<file path="config.mk">
export PLATFORM = sky130hd
export DESIGN_NAME = pcf8574_target_flat
export DESIGN_NICKNAME = d
export VERILOG_FILES = /design/src/rtl/i2c_pkg.sv /design/src/rtl/pcf8574_target_if.sv /design/src/rtl/i2c_line_sync.sv /design/src/rtl/pcf8574_target.sv /design/src/flat_wrapper.sv
export SDC_FILE = /design/constraint.sdc
export NUM_CORES = 1
export LEC_CHECK = 0
export ABC_AREA = 1
export ABC_CLOCK_PERIOD_IN_PS = 4300
export CAP_MARGIN = 10
export CELL_PAD_IN_SITES_DETAIL_PLACEMENT = 1
export CELL_PAD_IN_SITES_GLOBAL_PLACEMENT = 2
export CORE_MARGIN = 5
export CORE_UTILIZATION = 34
export CTS_CLUSTER_SIZE = 30
export DETAILED_ROUTE_END_ITERATION = 8
export PLACE_DENSITY = 0.85
export SYNTH_ARGS = -nofsm -noshare
export SYNTH_HDL_FRONTEND = slang
export SYNTH_HIERARCHICAL = 1
export SYNTH_SLANG_ARGS = --single-unit
export TNS_END_PERCENT = 20
</file>
<file path="constraint.sdc">
create_clock -name clk -period 4.3 [get_ports clk]
set_input_delay 0.645 -clock clk [delete_from_list [all_inputs] [get_ports clk]]
set_output_delay 0.645 -clock clk [all_outputs]
set_load 0.005 [all_outputs]
</file>
<file path="src/rtl/i2c_pkg.sv">
// rtl/i2c_pkg.sv - shared I2C target state encoding and PCF8574 backpack bit map
package i2c_pkg;

  typedef enum logic [2:0] {
    S_IDLE,
    S_ADDR,
    S_ADDR_ACK,
    S_WR_DATA,
    S_WR_ACK,
    S_RD_DATA,
    S_RD_ACK,
    S_WAIT
  } i2c_state_e;

  // HD44780 backpack wiring of the expander port
  localparam int PCF_RS = 0;
  localparam int PCF_RW = 1;
  localparam int PCF_E  = 2;
  localparam int PCF_BL = 3;
  localparam int PCF_D4 = 4;
  localparam int PCF_D5 = 5;
  localparam int PCF_D6 = 6;
  localparam int PCF_D7 = 7;

  localparam logic [6:0] PCF_DEFAULT_ADDR = 7'h27;

endpackage

</file>
<file path="src/rtl/pcf8574_target_if.sv">
// rtl/pcf8574_target_if.sv - I2C pins and parallel port of the PCF8574 target
interface pcf8574_target_if;
  logic       scl_in;
  logic       sda_in;
  logic       sda_out;
  logic [7:0] p_in;
  logic [7:0] p_out;
  logic       wr_strobe;
  logic       selected;

  modport master (
    output scl_in, sda_in, p_in,
    input  sda_out, p_out, wr_strobe, selected
  );

  modport slave (
    input  scl_in, sda_in, p_in,
    output sda_out, p_out, wr_strobe, selected
  );
endinterface

</file>
<file path="src/rtl/i2c_line_sync.sv">
// rtl/i2c_line_sync.sv - SCL/SDA synchronizers with edge, START and STOP pulses
module i2c_line_sync (
  input  logic clk,
  input  logic rst_n,
  input  logic scl_i,
  input  logic sda_i,
  output logic sda_o,
  output logic scl_rise_o,
  output logic scl_fall_o,
  output logic start_o,
  output logic stop_o
);

  logic [1:0] scl_sync_q;
  logic [1:0] sda_sync_q;
  logic       scl_prev_q;
  logic       sda_prev_q;
  logic       scl_s;

  // Idle bus is high on both lines, so reset to 1 avoids a false edge on release
  always_ff @(posedge clk or negedge rst_n) begin
    if (!rst_n) begin
      scl_sync_q <= 2'b11;
      sda_sync_q <= 2'b11;
      scl_prev_q <= 1'b1;
      sda_prev_q <= 1'b1;
    end else begin
      scl_sync_q <= {scl_sync_q[0], scl_i};
      sda_sync_q <= {sda_sync_q[0], sda_i};
      scl_prev_q <= scl_sync_q[1];
      sda_prev_q <= sda_sync_q[1];
    end
  end

  assign scl_s      = scl_sync_q[1];
  assign sda_o      = sda_sync_q[1];
  assign scl_rise_o = scl_s & ~scl_prev_q;
  assign scl_fall_o = ~scl_s & scl_prev_q;
  assign start_o    = scl_s & scl_prev_q & ~sda_o & sda_prev_q;
  assign stop_o     = scl_s & scl_prev_q & sda_o & ~sda_prev_q;

endmodule

</file>
<file path="src/rtl/pcf8574_target.sv">
// rtl/pcf8574_target.sv - I2C target emulating a PCF8574 8-bit I/O expander
module pcf8574_target
  import i2c_pkg::*;
#(
  parameter logic [6:0] ADDR     = PCF_DEFAULT_ADDR,
  parameter logic [7:0] PORT_RST = 8'hFF
) (
  input logic              clk,
  input logic              rst_n,
  pcf8574_target_if.slave  bus
);

  logic sda_s, scl_rise, scl_fall, start_det, stop_det;

  i2c_line_sync u_sync (
    .clk       (clk),
    .rst_n     (rst_n),
    .scl_i     (bus.scl_in),
    .sda_i     (bus.sda_in),
    .sda_o     (sda_s),
    .scl_rise_o(scl_rise),
    .scl_fall_o(scl_fall),
    .start_o   (start_det),
    .stop_o    (stop_det)
  );

  i2c_state_e state_q, state_d;
  logic [2:0] cnt_q, cnt_d;
  logic [7:0] shift_q, shift_d;
  logic [7:0] pout_q, pout_d;
  logic       rw_q, rw_d;
  logic       done_q, done_d;
  logic       sda_q, sda_d;
  logic       stb_q, stb_d;
  logic       sel_q, sel_d;

  always_ff @(posedge clk or negedge rst_n) begin
    if (!rst_n) begin
      state_q <= S_IDLE;
      cnt_q   <= 3'd0;
      shift_q <= 8'h00;
      pout_q  <= PORT_RST;
      rw_q    <= 1'b0;
      done_q  <= 1'b0;
      sda_q   <= 1'b1;
      stb_q   <= 1'b0;
      sel_q   <= 1'b0;
    end else begin
      state_q <= state_d;
      cnt_q   <= cnt_d;
      shift_q <= shift_d;
      pout_q  <= pout_d;
      rw_q    <= rw_d;
      done_q  <= done_d;
      sda_q   <= sda_d;
      stb_q   <= stb_d;
      sel_q   <= sel_d;
    end
  end

  // done_q marks "byte/ack bit complete, waiting for the SCL fall that ends it"
  always_comb begin
    state_d = state_q;
    cnt_d   = cnt_q;
    shift_d = shift_q;
    pout_d  = pout_q;
    rw_d    = rw_q;
    done_d  = done_q;
    sda_d   = sda_q;
    stb_d   = 1'b0;
    sel_d   = sel_q;
    if (stop_det) begin
      state_d = S_IDLE;
      cnt_d   = 3'd0;
      done_d  = 1'b0;
      sda_d   = 1'b1;
      sel_d   = 1'b0;
    end else if (start_det) begin
      state_d = S_ADDR;
      cnt_d   = 3'd0;
      done_d  = 1'b0;
      sda_d   = 1'b1;
      sel_d   = 1'b0;
    end else begin
      case (state_q)
        S_IDLE: ;
        S_ADDR: begin
          if (done_q) begin
            if (shift_q[7:1] != ADDR) begin
              state_d = S_WAIT;
              done_d  = 1'b0;
            end else if (scl_fall) begin
              sda_d   = 1'b0;
              rw_d    = shift_q[0];
              done_d  = 1'b0;
              state_d = S_ADDR_ACK;
            end
          end else if (scl_rise) begin
            shift_d = {shift_q[6:0], sda_s};
            cnt_d   = cnt_q + 3'd1;
            done_d  = (cnt_q == 3'd7);
          end
        end
        S_ADDR_ACK: begin
          if (scl_fall) begin
            sel_d = 1'b1;
            if (rw_q) begin
              shift_d = bus.p_in;
              sda_d   = bus.p_in[7];
              state_d = S_RD_DATA;
            end else begin
              sda_d   = 1'b1;
              state_d = S_WR_DATA;
            end
          end
        end
        S_WR_DATA: begin
          if (done_q) begin
            if (scl_fall) begin
              sda_d   = 1'b0;
              done_d  = 1'b0;
              state_d = S_WR_ACK;
            end
          end else if (scl_rise) begin
            shift_d = {shift_q[6:0], sda_s};
            cnt_d   = cnt_q + 3'd1;
            if (cnt_q == 3'd7) begin
              done_d = 1'b1;
              pout_d = {shift_q[6:0], sda_s};
              stb_d  = 1'b1;
            end
          end
        end
        S_WR_ACK: begin
          if (scl_fall) begin
            sda_d   = 1'b1;
            state_d = S_WR_DATA;
          end
        end
        S_RD_DATA: begin
          if (scl_rise) begin
            cnt_d  = cnt_q + 3'd1;
            done_d = (cnt_q == 3'd7);
          end else if (scl_fall) begin
            if (done_q) begin
              sda_d   = 1'b1;
              done_d  = 1'b0;
              state_d = S_RD_ACK;
            end else begin
              shift_d = {shift_q[6:0], 1'b0};
              sda_d   = shift_q[6];
            end
          end
        end
        S_RD_ACK: begin
          if (scl_rise) begin
            if (sda_s) begin
              state_d = S_WAIT;
              sel_d   = 1'b0;
            end else begin
              done_d = 1'b1;
            end
          end else if (scl_fall && done_q) begin
            shift_d = bus.p_in;
            sda_d   = bus.p_in[7];
            done_d  = 1'b0;
            state_d = S_RD_DATA;
          end
        end
        S_WAIT: ;
        default: state_d = S_IDLE;
      endcase
    end
  end

  always_comb begin
    bus.sda_out   = sda_q;
    bus.p_out     = pout_q;
    bus.wr_strobe = stb_q;
    bus.selected  = sel_q;
  end

endmodule

</file>
<file path="src/flat_wrapper.sv">
// flat-port wrapper written by rule: the top's interface ports become plain ports
module pcf8574_target_flat import i2c_pkg::*;
#(
  parameter logic [6:0] ADDR     = PCF_DEFAULT_ADDR,
  parameter logic [7:0] PORT_RST = 8'hFF
)
  (clk, rst_n, bus_scl_in, bus_sda_in, bus_p_in, bus_sda_out, bus_p_out, bus_wr_strobe, bus_selected);
  pcf8574_target_if bus_i ();
  input logic clk;
  input logic rst_n;
  input wire logic [$bits(bus_i.scl_in)-1:0] bus_scl_in;
  input wire logic [$bits(bus_i.sda_in)-1:0] bus_sda_in;
  input wire logic [$bits(bus_i.p_in)-1:0] bus_p_in;
  output wire logic [$bits(bus_i.sda_out)-1:0] bus_sda_out;
  output wire logic [$bits(bus_i.p_out)-1:0] bus_p_out;
  output wire logic [$bits(bus_i.wr_strobe)-1:0] bus_wr_strobe;
  output wire logic [$bits(bus_i.selected)-1:0] bus_selected;
  assign bus_i.scl_in = bus_scl_in;
  assign bus_i.sda_in = bus_sda_in;
  assign bus_i.p_in = bus_p_in;
  assign bus_sda_out = bus_i.sda_out;
  assign bus_p_out = bus_i.p_out;
  assign bus_wr_strobe = bus_i.wr_strobe;
  assign bus_selected = bus_i.selected;
  pcf8574_target #(.ADDR(ADDR), .PORT_RST(PORT_RST)) u_core (.clk(clk), .rst_n(rst_n), .bus(bus_i));
endmodule
</file>
==> impl_metrics.json <==
{
  "status": "completed",
  "cts_htree_levels": 2,
  "die_x_um": 88.1,
  "post_drt_wl_per_cell_um": 15.1,
  "num_rows": 28,
  "grt_pass1_wl_um": 9820,
  "synth.most_common_cell": "nand2_1",
  "clock_sinks": 33,
  "tightest_slew_ns": 0.643,
  "setup_slack_ns": 1.93,
  "cts_tree": "done",
  "fin_crit_sh_pct": 55.1,
  "criticalPathCategory": "reg2reg",
  "overflow": 0,
  "hold_path_startpoint": "u_core/u_sync/scl_sync_q[0]",
  "post_cts.repair.setup_buffers": 0,
  "dpl.hpwl_um": 4520,
  "crit_family": "simple AND/OR/NAND/NOR gates",
  "drtAntennaViolNets": 0,
  "clockBufferDepth": 2,
  "track_usage_pct": 16.6,
  "slowest_stage": "dfstp_2",
  "critPathLaunch": "u_core/u_sync/sda_prev_q",
  "netlist_area_sq_mm": 0.00208,
  "critPathMaxStageDelay_ns": 0.54,
  "critPathMaxFanout": 15,
  "final_layout_size_suffix_gt1_share_pct": 13.0,
  "ys_warn_count": 6,
  "yosysSeqAreaShare_pct": 40.7,
  "synth_ff_type": "dfrtp_1",
  "crit_buf_inv": 3,
  "synth_top_area_share_pct": 21.7,
  "met3_usage_pct": 2.92,
  "synth-seq-cells": 33,
  "worstPathCellList": "inv_1, nand2_1, nor2_1, nor2_2, inv_2, nor2_1, nand3_1, inv_1, nand2_1, nand2_1",
  "cts.repair.resized": 0,
  "drt_pre_antenna_iters": 4,
  "area_growth_pct": 18.7,
  "fillCellCount": 758,
  "cp_common_cell": "nand2_1",
  "cts.clk_slew.worst_paths_ns": 0.08,
  "setup_viol": 0,
  "skew_ns": 0.0143,
  "syn_area_per_cell_sq_um": 6.99,
  "dieArea_sq_mm": 0.00777,
  "num_io_pins": 23,
  "postCtsHoldBufs": 0,
  "cp-start-kind": "flop",
  "grt_max_degree": 34,
  "grt_pass1_vias": 1970,
  "num_antenna_cells": 0,
  "drt-initial-drc-count": 52,
  "core_area_sq_mm": 0.00592,
  "wl_um": 6000,
  "via_per_inst": 4.91,
  "fin_nets": 335,
  "portBuffers": 22,
  "ys_top_cells_by_count": "112 x nand2_1, 37 x nor2_1, 29 x inv_1, 25 x nand3_1, 18 x dfrtp_1",
  "rsz0062_at_grt": "no",
  "synth_area_leaders": "dfrtp_1 22%, nand2_1 20%, dfstp_2 19%",
  "start_util_pct": 35.1,
  "clock.fmax_ghz": 0.422,
  "crit_arrival_ns": 2.60,
  "syn_inst": 297,
  "hold_viol_final": 0,
  "syn_nets": 311,
  "pre_cts_ws_ns": 1.95,
  "end_kind": "flop",
  "yosys.area.top_type": "dfrtp_1",
  "drc_errors": 0,
  "via_count": 1950,
  "min_period_ns": 2.37,
  "maxCapViolCount": 0,
  "gp_congestion": 0.891,
  "min-delay-path-class": "reg2reg",
  "synth_cell_types": 28,
  "async_reset_ff_share_pct": 100,
  "synth_edf_count": 0,
  "fin_setup_tns_ns": 0,
  "p_leak_nw": 1.26,
  "root_buffer": "clkbuf_8",
  "required_ns": 4.53,
  "ir_drop_uv": 221,
  "cts_made_buffers": 5,
  "antenna_found_initial": 0,
  "grt.met1_usage_pct": 23.9,
  "met2_usage_pct": 25.8,
  "slew_headroom_pct": 57.1,
  "timing.rr.start": "u_core/u_sync/sda_prev_q",
  "dieHeight_um": 88.1,
  "grt.busiest_layer": "met2",
  "drv_slew": 0,
  "p_per_area_mw_per_mm2": 686,
  "insertion_delay_ns": 0.29
}
metrics by stage:
stage / power, mW / area [sq um] / hold WS (ns) / utilization (%) / cells
6_report: 1.69 / 2460 / 0.358 / 41.6 / 397
5_1_grt: 1.85 / 2460 / 0.365 / 41.6 / 397
4_1_cts: 1.71 / 2460 / 0.360 / 41.6 / 397
3_5_place_dp: 1.39 / 2350 / 0.350 / 39.7 / 389
3_3_place_gp: 1.38 / 2350 / 0.347 / 39.7 / 389
2_1_floorplan: 1.17 / 2080 / 0.345 / - / 297
power by group:
part | switching [mW] | internal [mW] | leakage (nW)
Sequential | 0.123 | 0.393 | 0.388
Combinational | 0.567 | 0.297 | 0.813
Clock | 0.122 | 0.189 | 0.0585
worst paths after layout:
check                                              end  slack [ns]  cells after the start
min reg2reg                u_core/u_sync/scl_sync_q[1]        0.36                      0
max                                u_core/bus.p_out[2]        1.93                     10
max in group asynchronous          u_core/bus.p_out[5]        3.18                      2
min                        u_core/u_sync/scl_sync_q[1]        0.36                      0
min in group asynchronous          u_core/bus.selected        0.76                      2
max reg2reg                        u_core/bus.p_out[2]        1.93                     10
cell families (layout without fill, tap and decap cells):
| logic type | count (synthesis) | after routing | synth area share [%] |
|---|---|---|---|
| compound gates | 28 | 28 | 7.47 |
| flops | 33 | 33 | 40.7 |
| buf+inv | 41 | 66 | 8.92 |
| simple gates | 191 | 191 | 40.9 |
| xor+xnor | 2 | 2 | 0.844 |
| fa+ha+maj | 2 | 2 | 1.21 |
layout by cell type, fill, tap and decap left out, drive strengths merged:
cell,n
nor2,41
nand3b,2
xnor2,1
o21ai,20
bufinv,1
buf,1
inv,35
nand2,117
nand4,3
nand3,28
ha,2
clkdlybuf4s50,22
dfrtp,18
clkbuf,7
dfstp,15
o211ai,1
xor2,1
a31oi,1
a21oi,6
layout make-up:
class                   count  area [sq um]  area share, %
repair buffers             23           228           9.24
flip-flops and latches     33           845           34.3
clock buffers               7          86.3           3.50
inverters                  35           136           5.53
multi-input cells         223          1050           42.4
well taps                  75          93.8           3.81
clock inverters             1          30.0           1.22
routing by layer:
| metal | wire length, um | share of wire [%] |
|---|---|---|
| met1 | 3080 | 51 |
| met2 | 2670 | 44 |
| met3 | 182 | 3.0 |
| met4 | 74 | 1.2 |
| met5 | 0 | 0 |
registers in the layout, indices dropped and copies added (netlist names), 2 cells and up:
name	count
u_core/cnt_q	3
u_core/u_sync/sda_sync_q	2
u_core/shift_q	8
u_core/u_sync/scl_sync_q	2
u_core/bus.p_out	8
u_core/state_q	3
Power figures use the tool's default switching activity.
